**src/rtl/pulse_envelope_player.sv**
```systemverilog
// pulse_envelope_player
// Plays one scheduled pulse command at a time. Each command reads cmd_len
// samples from a synchronous envelope RAM, starting at cmd_env_base. Every
// sample is scaled by a signed Q1.(AMP_W-1) amplitude. The result is streamed
// out as a gapless sample stream with no backpressure.
//
// Handshake: a command transfers on a rising edge where cmd_valid && cmd_ready.
// cmd_ready is high in IDLE and in the PLAY cycle that issues the final address.
// It is forced low while flush is high. cmd_* are sampled only on a transfer.
// A transfer with cmd_len == 0 is consumed and produces nothing. The sample
// side has no ready: smp_valid marks each output cycle.
//
// Timing, with the accept cycle numbered 0:
//   cycle 1    : env_rd_en with address base+0
//   cycle 2    : env_rd_data returns
//   cycle 3    : smp_valid with sample 0
//   cycle 3+i  : sample i
// The amplitude travels down the pipeline with each read. Back-to-back
// commands that use different amplitudes therefore scale correctly.
module pulse_envelope_player #(
  parameter int SAMPLE_W = 16,
  parameter int AMP_W    = 16,
  parameter int ENV_AW   = 10,
  parameter int LEN_W    = 10
) (
  input  logic                clk,
  input  logic                rst_n,
  input  logic                cmd_valid,
  output logic                cmd_ready,
  input  logic [ENV_AW-1:0]   cmd_env_base,
  input  logic [LEN_W-1:0]    cmd_len,
  input  logic [AMP_W-1:0]    cmd_amp,
  input  logic                flush,
  output logic                env_rd_en,
  output logic [ENV_AW-1:0]   env_rd_addr,
  input  logic [SAMPLE_W-1:0] env_rd_data,
  output logic                smp_valid,
  output logic [SAMPLE_W-1:0] smp_data,
  output logic                smp_last,
  output logic                busy,
  output logic                state_dbg
);

  localparam int PW = SAMPLE_W + AMP_W;

  // Rounding constant: one half LSB of the result, i.e. 2^(AMP_W-2).
  localparam logic signed [PW-1:0] RND_HALF =
    {{(PW-AMP_W+1){1'b0}}, 1'b1, {(AMP_W-2){1'b0}}};
  // Representable output range, sign-extended to the product width.
  localparam logic signed [PW-1:0] SAT_MAX_W =
    {{(PW-SAMPLE_W+1){1'b0}}, {(SAMPLE_W-1){1'b1}}};
  localparam logic signed [PW-1:0] SAT_MIN_W =
    {{(PW-SAMPLE_W+1){1'b1}}, {(SAMPLE_W-1){1'b0}}};
  localparam logic [SAMPLE_W-1:0] SAT_MAX = {1'b0, {(SAMPLE_W-1){1'b1}}};
  localparam logic [SAMPLE_W-1:0] SAT_MIN = {1'b1, {(SAMPLE_W-1){1'b0}}};

  typedef enum logic {
    ST_IDLE = 1'b0,
    ST_PLAY = 1'b1
  } state_t;

  state_t            state, state_nxt;
  logic [ENV_AW-1:0] addr_r, addr_nxt;   // address issued this PLAY cycle
  logic [LEN_W-1:0]  cnt_r, cnt_nxt;     // reads remaining after this one
  logic [AMP_W-1:0]  amp_r, amp_nxt;     // amplitude of the pulse being read

  logic last_addr;
  logic accept;

  // Stage 1 tracks the read that is in flight. Its data arrives on env_rd_data.
  logic             s1_valid;
  logic             s1_last;
  logic [AMP_W-1:0] s1_amp;

  logic signed [PW-1:0]  prod;
  logic signed [PW-1:0]  prod_rnd;
  logic signed [PW-1:0]  shifted;
  logic [SAMPLE_W-1:0]   sat_val;

  // Handshake and read-port decode.
  always_comb begin
    last_addr   = (state == ST_PLAY) && (cnt_r == '0);
    cmd_ready   = !flush && ((state == ST_IDLE) || last_addr);
    accept      = cmd_valid && cmd_ready && (cmd_len != '0);
    env_rd_en   = (state == ST_PLAY);
    env_rd_addr = (state == ST_PLAY) ? addr_r : '0;
    busy        = (state == ST_PLAY) || s1_valid || smp_valid;
    state_dbg   = state;
  end

  // Next state. flush wins over any command. A command accepted in the final
  // address cycle reloads the counters so that its address 0 follows directly.
  always_comb begin
    state_nxt = state;
    addr_nxt  = addr_r;
    cnt_nxt   = cnt_r;
    amp_nxt   = amp_r;
    if (flush) begin
      state_nxt = ST_IDLE;
    end else if (accept) begin
      state_nxt = ST_PLAY;
      addr_nxt  = cmd_env_base;
      cnt_nxt   = cmd_len - LEN_W'(1);
      amp_nxt   = cmd_amp;
    end else if (state == ST_PLAY) begin
      if (last_addr) begin
        state_nxt = ST_IDLE;
      end else begin
        addr_nxt = addr_r + ENV_AW'(1);   // wraps modulo 2^ENV_AW
        cnt_nxt  = cnt_r - LEN_W'(1);
      end
    end
  end

  // FSM and read-counter registers.
  always_ff @(posedge clk) begin
    if (!rst_n) begin
      state  <= ST_IDLE;
      addr_r <= '0;
      cnt_r  <= '0;
      amp_r  <= '0;
    end else begin
      state  <= state_nxt;
      addr_r <= addr_nxt;
      cnt_r  <= cnt_nxt;
      amp_r  <= amp_nxt;
    end
  end

  // Scale: full-width product, round half up, arithmetic shift, saturate.
  always_comb begin
    prod     = $signed(env_rd_data) * $signed(s1_amp);
    prod_rnd = prod + RND_HALF;
    shifted  = prod_rnd >>> (AMP_W - 1);
    if (shifted > SAT_MAX_W) begin
      sat_val = SAT_MAX;
    end else if (shifted < SAT_MIN_W) begin
      sat_val = SAT_MIN;
    end else begin
      sat_val = shifted[SAMPLE_W-1:0];
    end
  end

  // Sample pipeline. flush drops the valid bits but leaves the data registers
  // alone. smp_data holds its value between valid samples.
  always_ff @(posedge clk) begin
    if (!rst_n) begin
      s1_valid  <= 1'b0;
      s1_last   <= 1'b0;
      s1_amp    <= '0;
      smp_valid <= 1'b0;
      smp_data  <= '0;
      smp_last  <= 1'b0;
    end else begin
      s1_amp  <= amp_r;
      s1_last <= last_addr;
      if (flush) begin
        s1_valid  <= 1'b0;
        smp_valid <= 1'b0;
        smp_last  <= 1'b0;
      end else begin
        s1_valid  <= env_rd_en;
        smp_valid <= s1_valid;
        smp_last  <= s1_valid && s1_last;
        if (s1_valid) begin
          smp_data <= sat_val;
        end
      end
    end
  end

endmodule

```
**config.mk**
```make
export PLATFORM = sky130hd
export DESIGN_NAME = pulse_envelope_player
export DESIGN_NICKNAME = d
export VERILOG_FILES = /design/src/rtl/pulse_envelope_player.sv
export SDC_FILE = /design/constraint.sdc
export NUM_CORES = 1
export LEC_CHECK = 0
export CORE_MARGIN = 2
export CORE_UTILIZATION = 59
export DETAILED_ROUTE_END_ITERATION = 16
export DONT_BUFFER_PORTS = 1
export HOLD_SLACK_MARGIN = 0.03
export PLACE_DENSITY = 0.76
export SETUP_SLACK_MARGIN = 0.3
export SLEW_MARGIN = 20
export SYNTH_ARGS = -nofsm -noshare
export SYNTH_HDL_FRONTEND = slang
export SYNTH_SLANG_ARGS = --single-unit
```
**constraint.sdc**
```tcl
create_clock -name clk -period 11.25 [get_ports clk]
set_input_delay 3.375 -clock clk [delete_from_list [all_inputs] [get_ports clk]]
set_output_delay 3.375 -clock clk [all_outputs]
set_load 0.02 [all_outputs]
```
==> results of run 1 <==
-- stage by stage --
stage / hold slack, ns / utilization
floorplan: 0.422 / -
global placement: 0.433 / 0.611
detailed placement: 0.441 / 0.611
CTS: 0.449 / 0.628
global route: 0.471 / 0.628
finish: 0.448 / 0.628
-- sequential cells by signal (all words and copies together) (netlist names) --
signal and count:
cnt_r 10, smp_valid 1, env_rd_en 1, s1_amp 16, smp_last 1, amp_r 16, smp_data 16, s1_last 1
addr_r 10, s1_valid 1
-- synth_stat cells, types with 8 or more instances --
cell type  count
ha_1          79
nand3_1       22
fa_1         262
nand2_1      191
nor2_1        56
xnor2_1       17
and2_1       146
a211oi_1      14
nand2b_1      10
clkbuf_1      51
o21ai_0       35
nand4_1        8
inv_1        296
dfxtp_1       73
a21o_1         8
a21oi_1       65
nor3_1        21
o211ai_1      10
-- kinds of logic after synthesis --
group	Yosys count
and+or+nand+nor	478
xor gates and xnor gates	25
adders and majority gates	341
muxes	5
AOI/OAI and AO/OA	177
buffers and inverters	359
DFF	73
-- worst register-to-register path, delay by kind of cell, from the launching register on --
family / cells / cell delay (ns)
xor gates and xnor gates: 1 / 0.21
DFF: 1 / 0.75
adders and majority gates: 7 / 3.89
AOI/OAI and AO/OA: 6 / 1.89
buffers and inverters: 1 / 0.12
and+or+nand+nor: 2 / 0.47
-- layout make-up --
type / instances / area (um^2)
multi-input cells: 1026 / 9980
fillers: 1827 / 7870
flip-flops and latches: 73 / 1460
inverters: 297 / 1110
well taps: 275 / 344
clock buffers: 10 / 239
clock inverters: 5 / 104
repair buffers: 5 / 37.5
-- metal layers --
metal,part of all wire,vias up,global-route usage
met5,0,-,0
met3,0.059,44,0.0590
met4,0.018,0,0.0607
met1,0.41,4838,0.355
li1,-,4377,-
met2,0.51,236,0.502
-- power by group --
| group | switching, uW | internal [uW] |
|---|---|---|
| Sequential | 20.3 | 270 |
| Combinational | 225 | 152 |
| Clock | 104 | 221 |
| Total | 350 | 643 |
-- how the worst max path moves through the flow --
stage                    start           end  cells after the start
2_1_floorplan  env_rd_data[15]  smp_data[12]                     19
3_3_place_gp   env_rd_data[15]   smp_data[6]                     17
3_5_place_dp   env_rd_data[15]  smp_data[12]                     19
4_1_cts        env_rd_data[15]   smp_data[7]                     19
5_1_grt        env_rd_data[15]   smp_data[7]                     17
6_report       env_rd_data[15]   smp_data[8]                     17
==> metrics, run 1 <==
status complete, no violations; Leak 0.00652 uW; overall routing resource usage 0.282; final instance area around 13000 um^2; placed inst area 12900 um^2; Post-synth EDFFs 0; Fmax 0.103 GHz; Die Y 151 um; RR Endpoint smp_data[8]; simple-gate share of the synthesized area 0.182; n_diodes 0; fraction of registers with async set/reset 0; most frequent cells in the layout 296 x inv_1, 262 x fa_1, 191 x nand2_1, 146 x and2_1, 79 x ha_1; Worst path top cell family by delay adder cells; arrival time at the worst endpoint 9.89 ns; total power 993 uW; cells along the critical path nand2_1, inv_1, fa_1, fa_1, fa_1, fa_1, fa_1, fa_1, ha_1, and3_1, a221o_1, a21o_1, a21o_1, a221oi_2, xnor2_2, a21oi_1, a211oi_1; routed len/inst 17.4 um; hold buffers post-CTS 0; clk root buf clkbuf_16; Final min period 9.72 ns; clock-pin slew of the registers on the worst-case setup and hold paths 0.05 ns; drt pass-1 iters 5; first-pass GRT wire length 50.3 mm; final hold violations 0; Hold Crit Class reg2reg; complex-gate fraction of the synthesized area 0.0879; adder-cell share of the synthesized area 0.488; CP most frequent cell fa_1; crit start category input pin; Final #Nets 1809; clock sinks 73; flop-to-flop setup slack 3.75 ns; CP Max Fanout 16; largest family of logic cells by synthesized area adder cells; share of post-route cells with drive strength above 1 0.0233; CTS tree built; Max-Cap Viols 0; Synth area leader fa_1; Buf/Inv on CP 1; Initial Util 0.604; antenna viol nets, final 0; Worst slew margin 0.325; synthesis-stage register bit count 73; die area 22900 um^2; Mapped Area 12800 um^2; Max IR drop VDD around 0.10 mV; Setup WS pre-CTS 1.22 ns; Mapped Nets about 1900; largest net degree at the start of global routing 51; final non-filler cell total 1691; core area approximately 21000 um^2; placed insts 1676; Power Dens Cells between 70 and 80 nW/um^2; period utilization 0.864; final wirelength 29.4 mm; slowest stage cell, crit path fa_1; Residual DRC 0; Port-buffer cells 0; Yosys Warn Count 0; hold endpoint amp_r[6]; syn avg cell area 8.77 um^2; reg2reg start s1_amp[2]; top cells by area, synth fa_1 41%, dfxtp_1 11%, inv_1 8.7%, ha_1 7.7%, and2_1 7.1%; Hold Crit Depth 2; Clock Latency Late Sink 0.33 ns; slew of the pin with the lowest slew margin about 1.0 ns; setup ws final 1.53 ns; setup tns final 0 ns; Setup Buffers After CTS 0; Critical Path RT around 11 ns; RePlAce Congestion 0.876; RSZ-0062 raised after global routing false; library cells used by synthesis 58; Slew Viols, Final 0; CTS resizes 0; sequential share of the synthesized area 0.114; kind of critical path in2reg; CTS H-tree lvls 3; total gr overflow 0; Synth-to-Final Area Change 3.88%; HP Start amp_r[6]; Post-Synth XOR/XNOR Area 0.0177; Max clock buf depth 2; Final Setup Violations 0; clk_skew 0.00390 ns; die width 151 um; Top FF cell, synth dfxtp_1; initial antenna violation count 0; Vias 9495; FF-to-FF path depth 17; vias in the first global route 10228; Inserted Clock Buffers 9; Vias/cell 5.62; area share of the largest cell type after synthesis 0.410; Detail Placement HPWL 23.6 mm; CP endpoint kind flip-flop; Ports 88; mux cell area share after synthesis 0.00421; # rows 53; Post-Synthesis Cells 1458; commonest non-fill, non-tap cell in the layout inv_1; DR iter-0 viols between 500 and 600; CP peak stage delay about 0.95 ns
Power figures use the tool's default switching activity.
==> inputs of run 2 (changes only) <==
- SKIP_CTS_REPAIR_TIMING: not set -> 1
- clock period: 11.25 -> 10.84 ns (I/O delays scaled with it)
==> run 2 against run 1 <==
Via count up 1.0%; highest routed layer unchanged; first-iteration DRC count fell by 12%; routed wire length hardly changed; core utilization is essentially flat; clock-buffer cell count rose by 1; total power grew 3.0%; sequential share of layout area barely moved; clock skew rose by 0.0039 ns.
==> metrics, run 2 (synthesized netlist as in run 1, its figures left out) <==
most frequent cells in the layout 296 x inv_1, 262 x fa_1, 191 x nand2_1, 146 x and2_1, 79 x ha_1; final wirelength 29.3 mm; initial antenna violation count 0; placed inst area 12900 um^2; die area between 20000 and 25000 um^2; Inserted Clock Buffers 9; Vias 9594; Port-buffer cells 0; arrival time at the worst endpoint 9.78 ns; Die Y 151 um; placed insts 1676; antenna viol nets, final 0; Critical Path RT 11.00 ns; Max clock buf depth 2; CTS tree built; overall routing resource usage 0.280; FF/Latch Area 1460 um^2; final non-filler cell total 1692; total gr overflow 0; clk root buf clkbuf_16; Ports 88; die width 151 um; Slew Viols, Final 0; kind of critical path in2reg; Hold Crit Class reg2reg; Final #Nets 1809; first-pass GRT wire length between 50 and 60 mm; Worst slew margin 0.325; Final Setup Violations 0; crit start category input pin; Fmax 0.104 GHz; Core Util, Final 0.627; status complete, no violations; share of post-route cells with drive strength above 1 0.0226; clk_skew 0.00776 ns; clock-pin slew of the registers on the worst-case setup and hold paths approximately 0.06 ns; Vias/cell 5.67; Worst path top cell family by delay adder cells; Synth-to-Final Area Change 3.83%; Power Dens Cells 77.1 nW/um^2; RSZ-0062 raised after global routing false; commonest non-fill, non-tap cell in the layout inv_1; Buf/Inv on CP 1; Final min period 9.63 ns; Max-Cap Viols 0; Max IR drop VDD 0.0948 mV; Residual DRC 0; CP endpoint kind flip-flop; vias in the first global route roughly 10000; CP peak stage delay 0.95 ns; filler instances 1840; clock sinks 73; slew of the pin with the lowest slew margin 1.00 ns; final hold violations 0; multi-input logic area 9980 um^2; CP most frequent cell fa_1; biggest registers after layout amp_r (16), s1_amp (16), smp_data (16); routed len/inst 17.3 um; n_diodes 0; Initial Util 0.604; CP Max Fanout 16; slowest stage cell, crit path fa_1; core area ~21000 um^2; final instance area 13300 um^2; DR iter-0 viols approximately 460; RePlAce Congestion between 0.8 and 0.9; Detail Placement HPWL 23.6 mm; Leak 0.00652 uW; largest net degree at the start of global routing 51; setup tns final 0 ns; # rows between 50 and 60; cells along the critical path nand2_1, inv_1, fa_1, fa_1, fa_1, fa_1, fa_1, fa_1, ha_1, a21o_1, a221o_1, a21o_1, a21o_1, a221oi_2, xnor2_2, a21oi_1, a211oi_1; Clock Latency Late Sink 0.32 ns; CTS H-tree lvls 3; period utilization 0.888; total power 1020 uW; drt pass-1 iters 5
## run 2: changes by cell type in the layout (fill, tap and decap cells not counted)
cell / change
clkbuf_1: +2
clkbuf_8: -1
## run 2: worst paths after layout
kind / start / end / slack [ns] / cells past startpoint
hold / removal: s1_last / smp_last / 0.45 / 1
setup reg to reg: s1_amp[2] / smp_data[7] / 3.34 / 17
hold reg to reg: s1_last / smp_last / 0.45 / 1
setup / recovery: env_rd_data[15] / smp_data[7] / 1.21 / 17
## run 2: per-stage QoR
step | setup slack (ns) | hold WS (ns)
2_1_floorplan | 1.27 | 0.422
3_3_place_gp | 1.16 | 0.433
3_5_place_dp | 0.913 | 0.437
4_1_cts | 1.22 | 0.449
5_1_grt | 0.914 | 0.467
6_report | 1.21 | 0.447
## run 2: worst register-to-register path, cell delays in order, from the launching register on
cell and delay (ns):
dfxtp_1 0.75, nand2_1 0.19, inv_1 0.11, fa_1 0.57, fa_1 0.95, fa_1 0.55
fa_1 0.56, fa_1 0.44, fa_1 0.45, ha_1 0.41, a21o_1 0.23, a221o_1 0.33
a21o_1 0.21, a21o_1 0.18, a221oi_2 0.33, xnor2_2 0.21, a21oi_1 0.70, a211oi_1 0.17
## run 2: layer usage
layer  share of wire  vias to the layer above  global-route usage
met3           0.071                       60              0.0545
li1                -                     4380                   -
met2            0.50                      308               0.489
met4           0.029                        0              0.0799
met1            0.40                     4846               0.356
met5               0                        -                   0
## run 2: final cells by class
class,count,share of cell area
clock inverter,5,0.00782
sequential,73,0.110
multi-input combinational,1026,0.752
tap,275,0.0259
inverter,297,0.0840
clock buffer,11,0.0175
timing repair buffer,5,0.00283
## run 2: power by group
part	internal [uW]	leakage, uW	total (uW)	switching, uW
registers	280	0.000594	302	21.1
clock network	225	0.000164	331	106
logic	157	0.00576	390	233
==> inputs of run 3 (changes only) <==
- CORE_MARGIN: 2 -> not set
- CORE_UTILIZATION: 59 -> 67
- MAX_ROUTING_LAYER: not set -> met4
- PLACE_DENSITY: 0.76 -> 0.84
==> run 3 against run 2 <==
Worst setup slack gained 0.045 ns; clock power is 14% lower; largest power group unchanged; global-route usage rose by 5.2 points; highest routed layer unchanged; final cell count shrank 2.5%; total power shrank 3.5%; critical path type unchanged; first-iteration DRC count up 41%; clock skew fell by 0.0015 ns; sequential share of layout area increased by 0.096 points; die area fell by 14%.
==> metrics, run 3 (synthesized netlist as in run 1, its figures left out) <==
commonest non-fill, non-tap cell in the layout inv_1; CTS H-tree lvls 3; Max-Cap Viols 0; Slew Viols, Final 0; Final Setup Violations 0; setup tns final 0 ns; clock-pin slew of the registers on the worst-case setup and hold paths 0.06 ns; placed inst area 12900 um^2; slew of the pin with the lowest slew margin roughly 1.0 ns; most frequent cells in the layout 296 x inv_1, 262 x fa_1, 191 x nand2_1, 146 x and2_1, 79 x ha_1; Leak 0.00649 uW; kind of critical path in2reg; n_diodes 0; status complete, no violations; total power a little under 1000 uW; Residual DRC 0; total gr overflow 0; period utilization 0.884; CP endpoint kind flip-flop; Max clock buf depth 2; Max IR drop VDD between 0.15 and 0.2 mV; routed len/inst between 15 and 20 um; Clock Latency Late Sink 0.33 ns; Critical Path RT 11.01 ns; vias in the first global route 10498; largest net degree at the start of global routing 53; Detail Placement HPWL 23.2 mm; final wirelength just under 30 mm; antenna viol nets, final 0; initial antenna violation count 0; Inserted Clock Buffers 9; CTS tree built; final instance area 13200 um^2; crit start category input pin; final non-filler cell total 1649; RePlAce Congestion 0.942; Worst slew margin 0.302; Hold Crit Class reg2reg; WHS between 0.4 and 0.5 ns; placed insts 1634; Final #Nets approximately 1800; Vias/cell 5.87; CP Max Fanout 16; clk root buf clkbuf_16; Fmax around 0.10 GHz; Initial Util 0.683; die area 19600 um^2; first-pass GRT wire length between 40 and 50 mm; drt pass-1 iters 5; clock sinks 73; Die Y 140 um; Synth-to-Final Area Change 2.93%; Vias 9683; # rows 50; biggest registers after layout amp_r (16), s1_amp (16), smp_data (16); overall routing resource usage 0.333; RSZ-0062 raised after global routing false; share of post-route cells with drive strength above 1 0.0205; DR iter-0 viols 651; Power Dens Cells 75.0 nW/um^2; clk_skew 0.00630 ns; Final min period 9.58 ns; Port-buffer cells 0; final hold violations 0; Ports just under 90; die width 140 um; core area between 15000 and 20000 um^2; arrival time at the worst endpoint around 9.8 ns
run 3: changes by cell type in the layout (fill, tap and decap cells not counted), sizes merged:
cell,before,now
buf,5,4
clkinv,3,5
bufinv,3,1
clkbuf,11,10
run 3: metrics by stage:
stage / util / worst slack, ns
floorplan: - / 1.27
global placement: 0.688 / 1.16
detailed placement: 0.688 / 0.955
CTS: 0.703 / 1.28
global route: 0.703 / 0.917
finish: 0.703 / 1.26
run 3: worst max-delay path, cell delays in order:
cell and delay [ns]:
nand2_1 0.08, inv_1 0.09, fa_1 0.64, fa_1 0.93
fa_1 0.54, fa_1 0.56, fa_1 0.43, fa_1 0.45
ha_1 0.42, a21o_1 0.22, a221o_1 0.33, a21o_1 0.22
a21o_1 0.18, a221oi_2 0.32, xnor2_2 0.21, a21oi_1 0.69
a211oi_1 0.16
run 3: layer usage:
metal,GRT usage,share of wire
met1,0.411,0.40
met2,0.562,0.50
met3,0.0544,0.069
met4,0.102,0.030
met5,-,0
run 3: final cells by class:
type                    count  area (um^2)
clock buffers              10          229
clock inverters             5         57.6
fillers                  1452         5550
inverters                 297         1110
multi-input cells        1026         9970
flip-flops and latches     73         1460
well taps                 234          293
repair buffers              4         30.0
run 3: power breakdown:
part | internal, uW | total, uW | leakage [uW] | switching, uW
clock | 177 | 284 | 0.000142 | 107
sequential | 280 | 302 | 0.000594 | 21.4
combinational | 157 | 401 | 0.00575 | 244
total | 615 | 987 | 0.00649 | 372
run 3: worst paths after layout:
path / to / slack, ns / cells after the start / startpoint
setup / recovery: smp_data[12] / 1.26 / 17 / env_rd_data[15]
hold / removal: amp_r[13] / 0.45 / 2 / amp_r[13]
setup reg to reg: smp_data[12] / 3.34 / 17 / s1_amp[2]
hold reg to reg: amp_r[13] / 0.45 / 2 / amp_r[13]
